--- config.mk ---
export PLATFORM = sky130hd
export DESIGN_NAME = sched_controller
export DESIGN_NICKNAME = d
export VERILOG_FILES = /design/src/rtl/sched_pkg.sv /design/src/rtl/sched_ctrl_rom.sv /design/src/rtl/sched_controller.sv
export SDC_FILE = /design/constraint.sdc
export NUM_CORES = 1
export LEC_CHECK = 0
export CAP_MARGIN = 20
export CORE_MARGIN = 2
export CORE_UTILIZATION = 25
export DETAILED_ROUTE_END_ITERATION = 16
export PLACE_DENSITY = 0.74
export SLEW_MARGIN = 25
export SYNTH_ARGS = -nofsm -noshare
export SYNTH_HDL_FRONTEND = slang
export SYNTH_HIERARCHICAL = 1
export SYNTH_SLANG_ARGS = --single-unit
--- constraint.sdc ---
create_clock -name clk -period 1.2 [get_ports clk]
set_input_delay 0.18 -clock clk [delete_from_list [all_inputs] [get_ports clk]]
set_output_delay 0.18 -clock clk [all_outputs]
set_load 0.05 [all_outputs]
--- src/rtl/sched_pkg.sv ---
// rtl/sched_pkg.sv - shared constants, state encoding and control-word layout for the schedule controller
package sched_pkg;

    localparam int SEL_W  = 4;
    localparam int STEP_W = 2;
    localparam int N_ALU  = 4;
    localparam int N_EN   = 7;

    // Operand select codes seen by the datapath muxes
    localparam logic [SEL_W-1:0] SEL_I1   = 4'd0;
    localparam logic [SEL_W-1:0] SEL_I2   = 4'd1;
    localparam logic [SEL_W-1:0] SEL_I3   = 4'd2;
    localparam logic [SEL_W-1:0] SEL_I4   = 4'd3;
    localparam logic [SEL_W-1:0] SEL_I5   = 4'd4;
    localparam logic [SEL_W-1:0] SEL_I6   = 4'd5;
    localparam logic [SEL_W-1:0] SEL_I7   = 4'd6;
    localparam logic [SEL_W-1:0] SEL_I8   = 4'd7;
    localparam logic [SEL_W-1:0] SEL_R2   = 4'd8;
    localparam logic [SEL_W-1:0] SEL_R5   = 4'd9;
    localparam logic [SEL_W-1:0] SEL_R6   = 4'd10;
    localparam logic [SEL_W-1:0] SEL_R9   = 4'd11;
    localparam logic [SEL_W-1:0] SEL_R12  = 4'd12;
    localparam logic [SEL_W-1:0] SEL_R13  = 4'd13;
    localparam logic [SEL_W-1:0] SEL_R14  = 4'd14;
    localparam logic [SEL_W-1:0] SEL_ZERO = 4'd15;
    localparam logic [SEL_W-1:0] IDLE_SEL = SEL_ZERO;

    localparam logic OP_ADD = 1'b0;
    localparam logic OP_SUB = 1'b1;

    // Two-bit encoding leaves spare codes that must fall back to IDLE
    typedef enum logic [1:0] {
        IDLE = 2'b00,
        RUN  = 2'b01
    } state_e;

    // Control word: per-ALU {sel1, sel2} pairs, then ops, enables, result_en, done_next
    localparam int CW_SEL_OFF  = 0;
    localparam int CW_OP_OFF   = CW_SEL_OFF + N_ALU * 2 * SEL_W;
    localparam int CW_EN_OFF   = CW_OP_OFF + N_ALU;
    localparam int CW_RES_OFF  = CW_EN_OFF + N_EN;
    localparam int CW_DONE_OFF = CW_RES_OFF + 1;
    localparam int CW_W        = CW_DONE_OFF + 1;

    // Enable bit positions inside the enable field
    localparam int EN_R2  = 0;
    localparam int EN_R5  = 1;
    localparam int EN_R6  = 2;
    localparam int EN_R9  = 3;
    localparam int EN_R12 = 4;
    localparam int EN_R13 = 5;
    localparam int EN_R14 = 6;

    typedef logic [CW_W-1:0] cw_t;

    // Word with every select parked on the zero input and everything else off
    function automatic cw_t cw_idle();
        cw_t cw;
        cw = '0;
        for (int k = 0; k < 2 * N_ALU; k++) begin
            cw[CW_SEL_OFF + k * SEL_W +: SEL_W] = IDLE_SEL;
        end
        return cw;
    endfunction

    // Program one ALU's operand selects and operation into a control word
    function automatic cw_t cw_alu(input cw_t cw_in, input int alu,
                                   input logic [SEL_W-1:0] s1,
                                   input logic [SEL_W-1:0] s2,
                                   input logic op);
        cw_t cw;
        cw = cw_in;
        cw[CW_SEL_OFF + alu * 2 * SEL_W +: SEL_W]           = s1;
        cw[CW_SEL_OFF + alu * 2 * SEL_W + SEL_W +: SEL_W]   = s2;
        cw[CW_OP_OFF + alu]                                  = op;
        return cw;
    endfunction

endpackage

--- src/rtl/sched_ctrl_rom.sv ---
// rtl/sched_ctrl_rom.sv - combinational step to control-word decode for the 4-step add/sub schedule
module sched_ctrl_rom
    import sched_pkg::*;
(
    input  logic              valid_i,
    input  logic [STEP_W-1:0] step_i,
    output cw_t               cw_o
);

    // Decode the active step; anything not running yields the idle word
    always_comb begin
        cw_o = cw_idle();
        if (valid_i) begin
            case (step_i)
                2'd0: begin
                    cw_o = cw_alu(cw_o, 0, SEL_I1, SEL_I2, OP_ADD);
                    cw_o = cw_alu(cw_o, 1, SEL_I3, SEL_I4, OP_SUB);
                    cw_o = cw_alu(cw_o, 2, SEL_I5, SEL_I6, OP_ADD);
                    cw_o = cw_alu(cw_o, 3, SEL_I7, SEL_I8, OP_SUB);
                    cw_o[CW_EN_OFF + EN_R2]  = 1'b1;
                    cw_o[CW_EN_OFF + EN_R5]  = 1'b1;
                    cw_o[CW_EN_OFF + EN_R9]  = 1'b1;
                    cw_o[CW_EN_OFF + EN_R12] = 1'b1;
                end
                2'd1: begin
                    cw_o = cw_alu(cw_o, 0, SEL_R2, SEL_R5, OP_ADD);
                    cw_o = cw_alu(cw_o, 1, SEL_R9, SEL_R12, OP_ADD);
                    cw_o[CW_EN_OFF + EN_R6]  = 1'b1;
                    cw_o[CW_EN_OFF + EN_R13] = 1'b1;
                end
                2'd2: begin
                    cw_o = cw_alu(cw_o, 0, SEL_R6, SEL_R13, OP_SUB);
                    cw_o[CW_EN_OFF + EN_R14] = 1'b1;
                end
                default: begin
                    cw_o[CW_RES_OFF]  = 1'b1;
                    cw_o[CW_DONE_OFF] = 1'b1;
                end
            endcase
        end
    end

endmodule

--- src/rtl/sched_controller.sv ---
// rtl/sched_controller.sv - control FSM sequencing the 4-ALU ((i1+i2)+(i3-i4))-((i5+i6)+(i7-i8)) schedule
module sched_controller
    import sched_pkg::*;
(
    input  logic             clk,
    input  logic             rst,
    input  logic             start,
    output logic             busy,
    output logic [SEL_W-1:0] alu1_sel1,
    output logic [SEL_W-1:0] alu1_sel2,
    output logic [SEL_W-1:0] alu2_sel1,
    output logic [SEL_W-1:0] alu2_sel2,
    output logic [SEL_W-1:0] alu3_sel1,
    output logic [SEL_W-1:0] alu3_sel2,
    output logic [SEL_W-1:0] alu4_sel1,
    output logic [SEL_W-1:0] alu4_sel2,
    output logic             alu1_op,
    output logic             alu2_op,
    output logic             alu3_op,
    output logic             alu4_op,
    output logic             reg_alu2_en,
    output logic             reg_alu5_en,
    output logic             reg_alu6_en,
    output logic             reg_alu9_en,
    output logic             reg_alu12_en,
    output logic             reg_alu13_en,
    output logic             reg_alu14_en,
    output logic             result_en,
    output logic             done_next
);

    localparam logic [STEP_W-1:0] LAST_STEP = 2'd3;

    state_e            state_q, state_d;
    logic [STEP_W-1:0] step_q, step_d;
    logic              busy_q, busy_d;
    cw_t               cw;

    // Next state: walk S0..S3, relaunch from S3 on start, otherwise fall back to IDLE
    always_comb begin
        state_d = IDLE;
        step_d  = '0;
        case (state_q)
            IDLE: begin
                if (start) begin
                    state_d = RUN;
                end
            end
            RUN: begin
                if (step_q != LAST_STEP) begin
                    state_d = RUN;
                    step_d  = step_q + 1'b1;
                end else if (start) begin
                    state_d = RUN;
                end
            end
            default: begin
                state_d = IDLE;
            end
        endcase
        busy_d = (state_d == RUN);
    end

    // State, step and busy registers
    always_ff @(posedge clk or posedge rst) begin
        if (rst) begin
            state_q <= IDLE;
            step_q  <= '0;
            busy_q  <= 1'b0;
        end else begin
            state_q <= state_d;
            step_q  <= step_d;
            busy_q  <= busy_d;
        end
    end

    sched_ctrl_rom u_rom (
        .valid_i (state_q == RUN),
        .step_i  (step_q),
        .cw_o    (cw)
    );

    assign busy         = busy_q;
    assign alu1_sel1    = cw[CW_SEL_OFF + 0 * SEL_W +: SEL_W];
    assign alu1_sel2    = cw[CW_SEL_OFF + 1 * SEL_W +: SEL_W];
    assign alu2_sel1    = cw[CW_SEL_OFF + 2 * SEL_W +: SEL_W];
    assign alu2_sel2    = cw[CW_SEL_OFF + 3 * SEL_W +: SEL_W];
    assign alu3_sel1    = cw[CW_SEL_OFF + 4 * SEL_W +: SEL_W];
    assign alu3_sel2    = cw[CW_SEL_OFF + 5 * SEL_W +: SEL_W];
    assign alu4_sel1    = cw[CW_SEL_OFF + 6 * SEL_W +: SEL_W];
    assign alu4_sel2    = cw[CW_SEL_OFF + 7 * SEL_W +: SEL_W];
    assign alu1_op      = cw[CW_OP_OFF + 0];
    assign alu2_op      = cw[CW_OP_OFF + 1];
    assign alu3_op      = cw[CW_OP_OFF + 2];
    assign alu4_op      = cw[CW_OP_OFF + 3];
    assign reg_alu2_en  = cw[CW_EN_OFF + EN_R2];
    assign reg_alu5_en  = cw[CW_EN_OFF + EN_R5];
    assign reg_alu6_en  = cw[CW_EN_OFF + EN_R6];
    assign reg_alu9_en  = cw[CW_EN_OFF + EN_R9];
    assign reg_alu12_en = cw[CW_EN_OFF + EN_R12];
    assign reg_alu13_en = cw[CW_EN_OFF + EN_R13];
    assign reg_alu14_en = cw[CW_EN_OFF + EN_R14];
    assign result_en    = cw[CW_RES_OFF];
    assign done_next    = cw[CW_DONE_OFF];

endmodule

# == Yosys cells after proc, flatten, opt, wreduce, memory -nomap -nowiden ==
# Cells that the tools add are included.
# op_classes
add_sub_neg,1
n_eq_ne,5
n_mux,8
n_reduce_logical,3
# op_table
op,count
case mux 43 bit (3 select lines),1
two-way mux 45 bit,1
two-way mux 2 bit,4
equality test 2 x 1 -> 1 bit (second input constant),3
logical NOT 2 bit,2
case mux 2 bit (2 select lines),1
OR reduction 3 bit,1
adder 2 x 1 -> 2 bit (second input constant),1
equality test 2 bit (second input constant),1
inequality test 2 bit (second input constant),1
two-way mux 1 bit,1
# word_totals
ff_bits,5
in_bits,3
out_inout_bits,46
elab_cells,20

# == Depth between registers and ports, before layout ==
# Gate-level depths: netlist of run 1.
# depth
depth_word,4
ltp_mapped,3

# == Modules after synthesis ==
# The synthesis of run 1 kept the hierarchy.
# modules_own_cells
mod,instances,cells_per_inst,area_per_inst_um2
sched_ctrl_rom,1,47,354.1
sched_controller,1,9,123.9

# == Worst setup path before layout of run 1 ==
# Ideal clock, no wire load.
# synth_path
path_type,register to output
startpoint,register state_q[0]
endpoint,output alu4_op
arrival_ns,2.653
t_required_ns,1.020
setup_slack_ns,-1.633
stages_incl_launch_ff,3
n_path_buf,1
cell_sequence,dfrtp_1 > nor3b_1 > buf_4
# synth_via
elab_chain_len,2
# synth_lines
item,line_no,rtl
"start, declared",sched_controller.sv:34,"state_e state_q, state_d;"
"start signal, assigned",sched_controller.sv:71,state_q <= state_d;
equality test 2 x 1 -> 1 bit,sched_controller.sv:78,".valid_i (state_q == RUN),"
two-way mux 45 bit,sched_ctrl_rom.sv:13,if (valid_i) begin
"end, declared",sched_controller.sv:20,"output logic alu4_op,"
# No other way between the ends.

# == Worst setup path after layout of run 1 ==
# layout_path
startpoint,register step_q[1]
endpoint,output alu4_sel2[3]
# layout_via
elab_chain_len,3
word_cells_on_any_way,5
classes_between,2 x eq/ne; 2 x mux; 1 x reduce/logical
# layout_lines
item,line_no,rtl
"start, declared",sched_controller.sv:35,"logic [STEP_W-1:0] step_q, step_d;"
"start signal, assigned",sched_controller.sv:72,step_q <= step_d;
equality test 2 bit (tied with other cells),sched_ctrl_rom.sv:14,case (step_i)
case mux 43 bit (3 select lines) (*),sched_ctrl_rom.sv:14,
two-way mux 45 bit (*),sched_ctrl_rom.sv:13,
"end, declared",sched_controller.sv:16,"output logic [SEL_W-1:0] alu4_sel2,"
# Mark *: on every way between the ends. The rest lies on a longest branch, timed or not.

==> results of run 1 <==
==> critical path: cells and delay by family (launching register included) <==
family / cells / cell delay, ps
buffers and inverters: 1 / 180
flip-flops: 1 / 420
AND/OR/NAND/NOR: 1 / 490
==> area by class of cell <==
| class | count | area (um^2) | share of cell area |
|---|---|---|---|
| Multi-Input combinational cell | 25 | 188 | 0.188 |
| Clock buffer | 4 | 26.3 | 0.0263 |
| Inverter | 1 | 3.75 | 0.00376 |
| Tap cell | 25 | 31.3 | 0.0313 |
| Sequential cell | 3 | 78.8 | 0.0789 |
| Timing Repair Buffer | 44 | 671 | 0.672 |
==> stage by stage <==
stage / setup TNS [ps] / cell area (um^2)
after detailed placement: -1640 / 897
after global routing: -10790 / 998
after CTS: -9810 / 980
final: -9460 / 998
after floorplan: -8160 / 612
after global placement: -1020 / 897
==> logic make-up (layout without fill, tap and decap cells) <==
group,after synthesis,count (layout),synth area share
buffers and inverters,38,49,0.589
AND/OR/NAND/NOR,11,12,0.191
flip-flops,3,3,0.157
other,2,11,0.0157
adder cells (fa/ha/maj),1,1,0.0262
AO/OA/AOI/OAI,1,1,0.0209
==> cell usage in the layout, fill, tap and decap left out <==
master           count
buf_6               16
or3b_4               2
clkdlybuf4s50_1      2
clkbuf_1             1
clkbuf_4             3
a21bo_2              1
inv_1                1
and2_1               1
dfrtp_1              2
or2b_4               1
nand3b_1             1
and3_4               1
conb_1              11
nand2b_4             1
nor3b_4              1
nand2b_1             1
buf_12              22
and3b_2              2
nor2_2               1
dfrtp_4              1
buf_4                4
ha_1                 1
==> final timing paths <==
| check | startpoint | cells after the start | to | slack (ps) |
|---|---|---|---|---|
| worst max-delay path | step_q[1] | 2 | alu4_sel2[3] | -310 |
| worst min-delay path | rst | 2 | step_q[0] | 120 |
| worst max register to register | step_q[0] | 3 | step_q[1] | 90 |
| worst min register to register | step_q[0] | 2 | step_q[0] | 650 |
| max in group asynchronous | rst | 2 | state_q[0] | 940 |
| min in group clk | start | 2 | state_q[0] | 520 |
==> sequential cells by signal (all words and copies together), names as in the netlist <==
| signal | count |
|---|---|
| step_q | 2 |
| state_q | 1 |
==> metal layers <==
metal / vias up / GRT usage / share of wire
met5: - / 0 / 0
met4: 0 / 0.0649 / 0
met3: 0 / 0.0264 / 0.10
met2: 31 / 0.189 / 0.62
met1: 171 / 0.0884 / 0.28
li1: 170 / - / -
==> what timing repair did <==
action / 4_1_cts / 5_1_grt
cloned: 1 / 0
endpoints found under the setup margin: 35 / 35
pin swaps: 2 / 2
gates resized for setup: 13 / 5
setup buffers: 0 / 0
hold endpoints to repair: 0 / 0
==> results.py, run 1 <==
metrics = {
    "finish": {
        "nNetsFinal": 82,
        "fin_util": 0.566,
        "finalNonFillerCells": 102,
        "diodes": 0,
        "drive_gt1_frac": 0.727,
        "synthToLayoutAreaGrowth_pct": 109,
        "fillers": 148,
    },
    "detailed_routing": {
        "vias_per_cell": 3.65,
        "drc": 0,
        "final_antenna_net_count": 0,
        "wirelength_um": 1030,
        "drtIter0Drc": 4,
        "wl_per_cell_um": 10.0,
        "drt_first_pass_iters": 4,
        "via_count": 372,
    },
    "run_status": {
        "violations": "negative setup slack",
        "outcome": "finished with violations",
    },
    "job": {
        "drv_cap": 0,
    },
    "synthesis": {
        "synth_area_um2": 478,
        "synthArstFlopShare": 1.00,
        "synth-main-ff-cell": "dfrtp_1",
        "synth-edff-count": 0,
        "avgSynthCellArea_um2": 8.53,
        "yosys.area.top_type": "buf_4",
        "yosys-top-cells-count": "buf_4 (37), dfrtp_1 (3), and3b_2 (2), conb_1 (2)",
        "ys_ff_latch": 3,
        "synth_area_leaders": "buf_4 (58%), dfrtp_1 (16%), and3b_2 (4.2%)",
        "synth_top_area_frac": 0.581,
        "yosysWarnings": 6,
        "netlist_instances": 56,
        "synth.most_common_cell": "buf_4",
        "synth_cell_types": 16,
        "yosysSeqAreaShare": 0.157,
    },
    "sta": {
        "worst_hold_slack_ps": 120,
        "hold_viol_final": 0,
        "fmax_ghz": 0.664,
        "setup_violations": 35,
        "layout_setup_ws_ps": -307,
        "finalCritPeriodShare": 1.26,
        "fin_crit_ps": 1510,
        "slew_viol_final": 0,
        "rsz0062_at_grt": "yes",
        "finClkSkew_ps": 0.294,
    },
    "setup_path": {
        "path_class": "reg -> out",
        "endpoint_kind": "output port",
        "path_max_fanout": 7,
        "crit_chain": "or3b_4 -> buf_6",
        "slowest_stage": "or3b_4",
        "start_kind": "flip-flop",
        "slowest_delay_ps": 490,
        "crit_required_ps": 1020,
        "arrival_ps": 1330,
    },
    "placed_design": {
        "globalplace.congestion": 0.515,
        "placedCellCount": 97,
        "port_buffers": 37,
        "place_ws_ps": -90.3,
        "dpl.hpwl_um": 855,
    },
    "global_routing": {
        "grt_pass1_wl_um": 1490,
        "antenna_found_initial": 0,
        "grt_pass1_vias": 342,
        "grt_usage": 0.0988,
        "overflow": 0,
        "grt_max_degree": 8,
    },
    "clock_tree": {
        "cts_buffers": 3,
        "root_buffer": "clkbuf_4",
        "clk_latency_ps": 230,
        "cts_hold_buf": 0,
        "path_clk_slew_ps": 40,
        "clockBufferDepth": 2,
        "cts-htree-levels": 1,
        "tritoncts": "yes",
        "clock_sinks": 3,
    },
    "min_path": {
        "holdCritPathClass": "in -> async",
    },
    "die": {
        "die_w_um": 47.7,
        "rows": 15,
        "initial_utilization": 0.271,
        "core_area_mm2": 0.00176,
        "die_area_mm2": 0.00228,
        "io_pins": 49,
        "die_y_um": 47.7,
    },
}
Power of run 1 is not shown: default switching activity piles up to over one toggle a cycle in this logic, so the estimate is an artifact.
==> run 2: changes to the inputs <==
--- a/config.mk
+++ b/config.mk
@@ -15,3 +15,4 @@
 export SYNTH_HDL_FRONTEND = slang
 export SYNTH_HIERARCHICAL = 1
 export SYNTH_SLANG_ARGS = --single-unit
+export TNS_END_PERCENT = 10
==> run 2 against run 1 <==
The run still ends with negative setup slack left. Final area down 6.1%. Routed wire length fell by 10%. Utilization decreased by 3.5 points. Register-to-register slack got worse by 90 ps. Fmax increased by 0.37%. Cell count shrank 0.98%. Worst setup slack better by 5.5 ps. Critical path depth grew 2. Hold slack lost 26 ps. Non-clock buffer count is the same. Clock-buffer cell count stayed put. First-iteration DRC count decreased by 100%. Largest cell class unchanged.
==> results.py, run 2 (synthesis results as in run 1) <==
metrics = {
    "global_routing": {
        "antenna_found_initial": 0,
        "grt_usage": 0.0817,
        "grt_max_degree": 15,
        "grt_pass1_vias": 300,
        "overflow": 0,
        "grt_pass1_wl_um": 1200,
    },
    "clock_tree": {
        "clockBufferDepth": 2,
        "tritoncts": "yes",
        "cts-htree-levels": 1,
        "root_buffer": "clkbuf_4",
        "path_clk_slew_ps": 40,
        "clk_latency_ps": 250,
        "clock_sinks": 3,
        "post_cts_buffers": 0,
        "cts_buffers": 3,
    },
    "die": {
        "core_area_mm2": 0.00176,
        "initial_utilization": 0.271,
        "die_w_um": 47.7,
        "rows": 15,
        "die_area_mm2": 0.00228,
        "io_pins": 49,
        "die_y_um": 47.7,
    },
    "finish": {
        "finish.instance_area_um2": 937,
        "layout_common_cells": "buf_12 (23), buf_4 (19), conb_1 (11)",
        "diodes": 0,
        "final_common_cell": "buf_12",
        "regMostFlops": "step_q",
        "fin_util": 0.531,
        "nNetsFinal": 81,
        "drive_gt1_frac": 0.724,
        "fillers": 161,
        "synthToLayoutAreaGrowth_pct": 96.1,
        "largest_reg_flops": 2,
        "top_regs": "step_q x2, state_q x1",
    },
    "detailed_routing": {
        "drc": 0,
        "final_antenna_net_count": 0,
        "wl_per_cell_um": 9.12,
        "via_count": 341,
        "drt_first_pass_iters": 1,
        "drtIter0Drc": 0,
        "vias_per_cell": 3.38,
        "wirelength_um": 921,
    },
    "placed_design": {
        "port_buffers": 37,
        "place_area_um2": 903,
        "globalplace.congestion": 0.603,
        "dpl.hpwl_um": 807,
    },
    "setup_path": {
        "cpMostUsedCell": "buf_12",
        "arrival_ps": 1320,
        "crit_required_ps": 1020,
        "slowest_delay_ps": 370,
        "endpoint_kind": "output port",
        "path_class": "reg -> out",
        "crit_chain": "buf_4 -> nor3b_4 -> buf_12 -> buf_12",
        "r2r_cells": 4,
        "crit_cells": 4,
        "reg2reg_slack_ps": 0,
        "worstReg2RegEnd": "step_q[1]",
        "crit_end": "alu2_op",
        "path_max_fanout": 7,
        "start_kind": "flip-flop",
        "slowest_stage": "dfrtp_1",
        "reg2reg_from": "step_q[0]",
        "worstSetupStartpoint": "step_q[0]",
        "crit_family": "buffers and inverters",
        "path_buf_inv": 3,
    },
    "sta": {
        "slew_viol_final": 0,
        "setup_violations": 34,
        "layout_setup_ws_ps": -301,
        "fin_crit_ps": 1500,
        "hold_viol_final": 0,
        "rsz0062_at_grt": "yes",
        "finClkSkew_ps": 6.08,
        "finalCritPeriodShare": 1.25,
        "fmax_ghz": 0.666,
    },
    "run_status": {
        "outcome": "finished with violations",
        "violations": "negative setup slack",
    },
    "min_path": {
        "holdCritPathClass": "in -> async",
    },
    "job": {
        "drv_cap": 0,
    },
}
## run 2: worst min-delay path by stage
stage | from | end | slack, ps
floorplan | rst | step_q[0] | -70
global placement | rst | step_q[1] | 360
detailed placement | rst | step_q[1] | 360
CTS | rst | step_q[0] | 100
global route | rst | step_q[0] | 120
finish | rst | step_q[0] | 90
## run 2: per-layer routing
layer | part of all wire | track usage | vias to the layer above
met4 | 0.025 | 0.0811 | 0
li1 | - | - | 166
met1 | 0.32 | 0.0811 | 153
met2 | 0.58 | 0.133 | 20
met5 | 0 | 0 | -
met3 | 0.074 | 0.0226 | 2
## run 2: final cells by class
class	count	area, um^2	share of cell area
Sequential cell	3	76.3	0.0814
Timing Repair Buffer	44	623	0.665
Clock buffer	4	26.3	0.0280
Inverter	1	3.75	0.00401
Tap cell	25	31.3	0.0334
Multi-Input combinational cell	24	176	0.188
## run 2: worst register-to-register path, stage by stage (launching register included)
cell	delay (ps)
dfrtp_1	370
buf_4	160
buf_4	140
ha_1	270
and2_1	130
## run 2: timing repair
item / in CTS / in global routing
pin swaps: 1 / 0
endpoints found under the hold margin: 0 / 0
resized for setup: 2 / 0
hold buffers: 0 / 0
setup endpoints to repair: 35 / 35
## run 2: per-stage QoR
step	setup TNS [ps]	setup WS, ps	hold WS, ps	instances
finish	-8830	-301	94.3	101
detailed placement	-982	-49.3	359	97
global placement	-473	-26.9	357	97
floorplan	-9760	-523	-66.4	65
global route	-10250	-342	119	101
CTS	-9260	-314	97.0	101
Power of run 2 is left out for the same reason.
==> run 3: changes to the inputs <==
--- a/config.mk
+++ b/config.mk
@@ -8,6 +8,7 @@
 export CAP_MARGIN = 20
 export CORE_MARGIN = 2
 export CORE_UTILIZATION = 25
+export CTS_CLUSTER_SIZE = 28
 export DETAILED_ROUTE_END_ITERATION = 16
 export PLACE_DENSITY = 0.74
 export SLEW_MARGIN = 25
==> constraint.sdc (replaced) <==
create_clock -name clk -period 1.2 [get_ports clk]
set_input_delay 0.24 -clock clk [delete_from_list [all_inputs] [get_ports clk]]
set_output_delay 0.24 -clock clk [all_outputs]
set_load 0.05 [all_outputs]
==> results of run 3 <==
Same layout as run 2 (identical final DEF). Status: finished with violations: negative setup slack.
Among the figures that moved: setup slack after placement -49.3 ps -> -109 ps; setup slack after layout -301 ps -> -361 ps; setup TNS -8830 ps -> -10870 ps; hold slack 94.3 ps -> 154 ps
Power of run 3 is left out for the same reason.
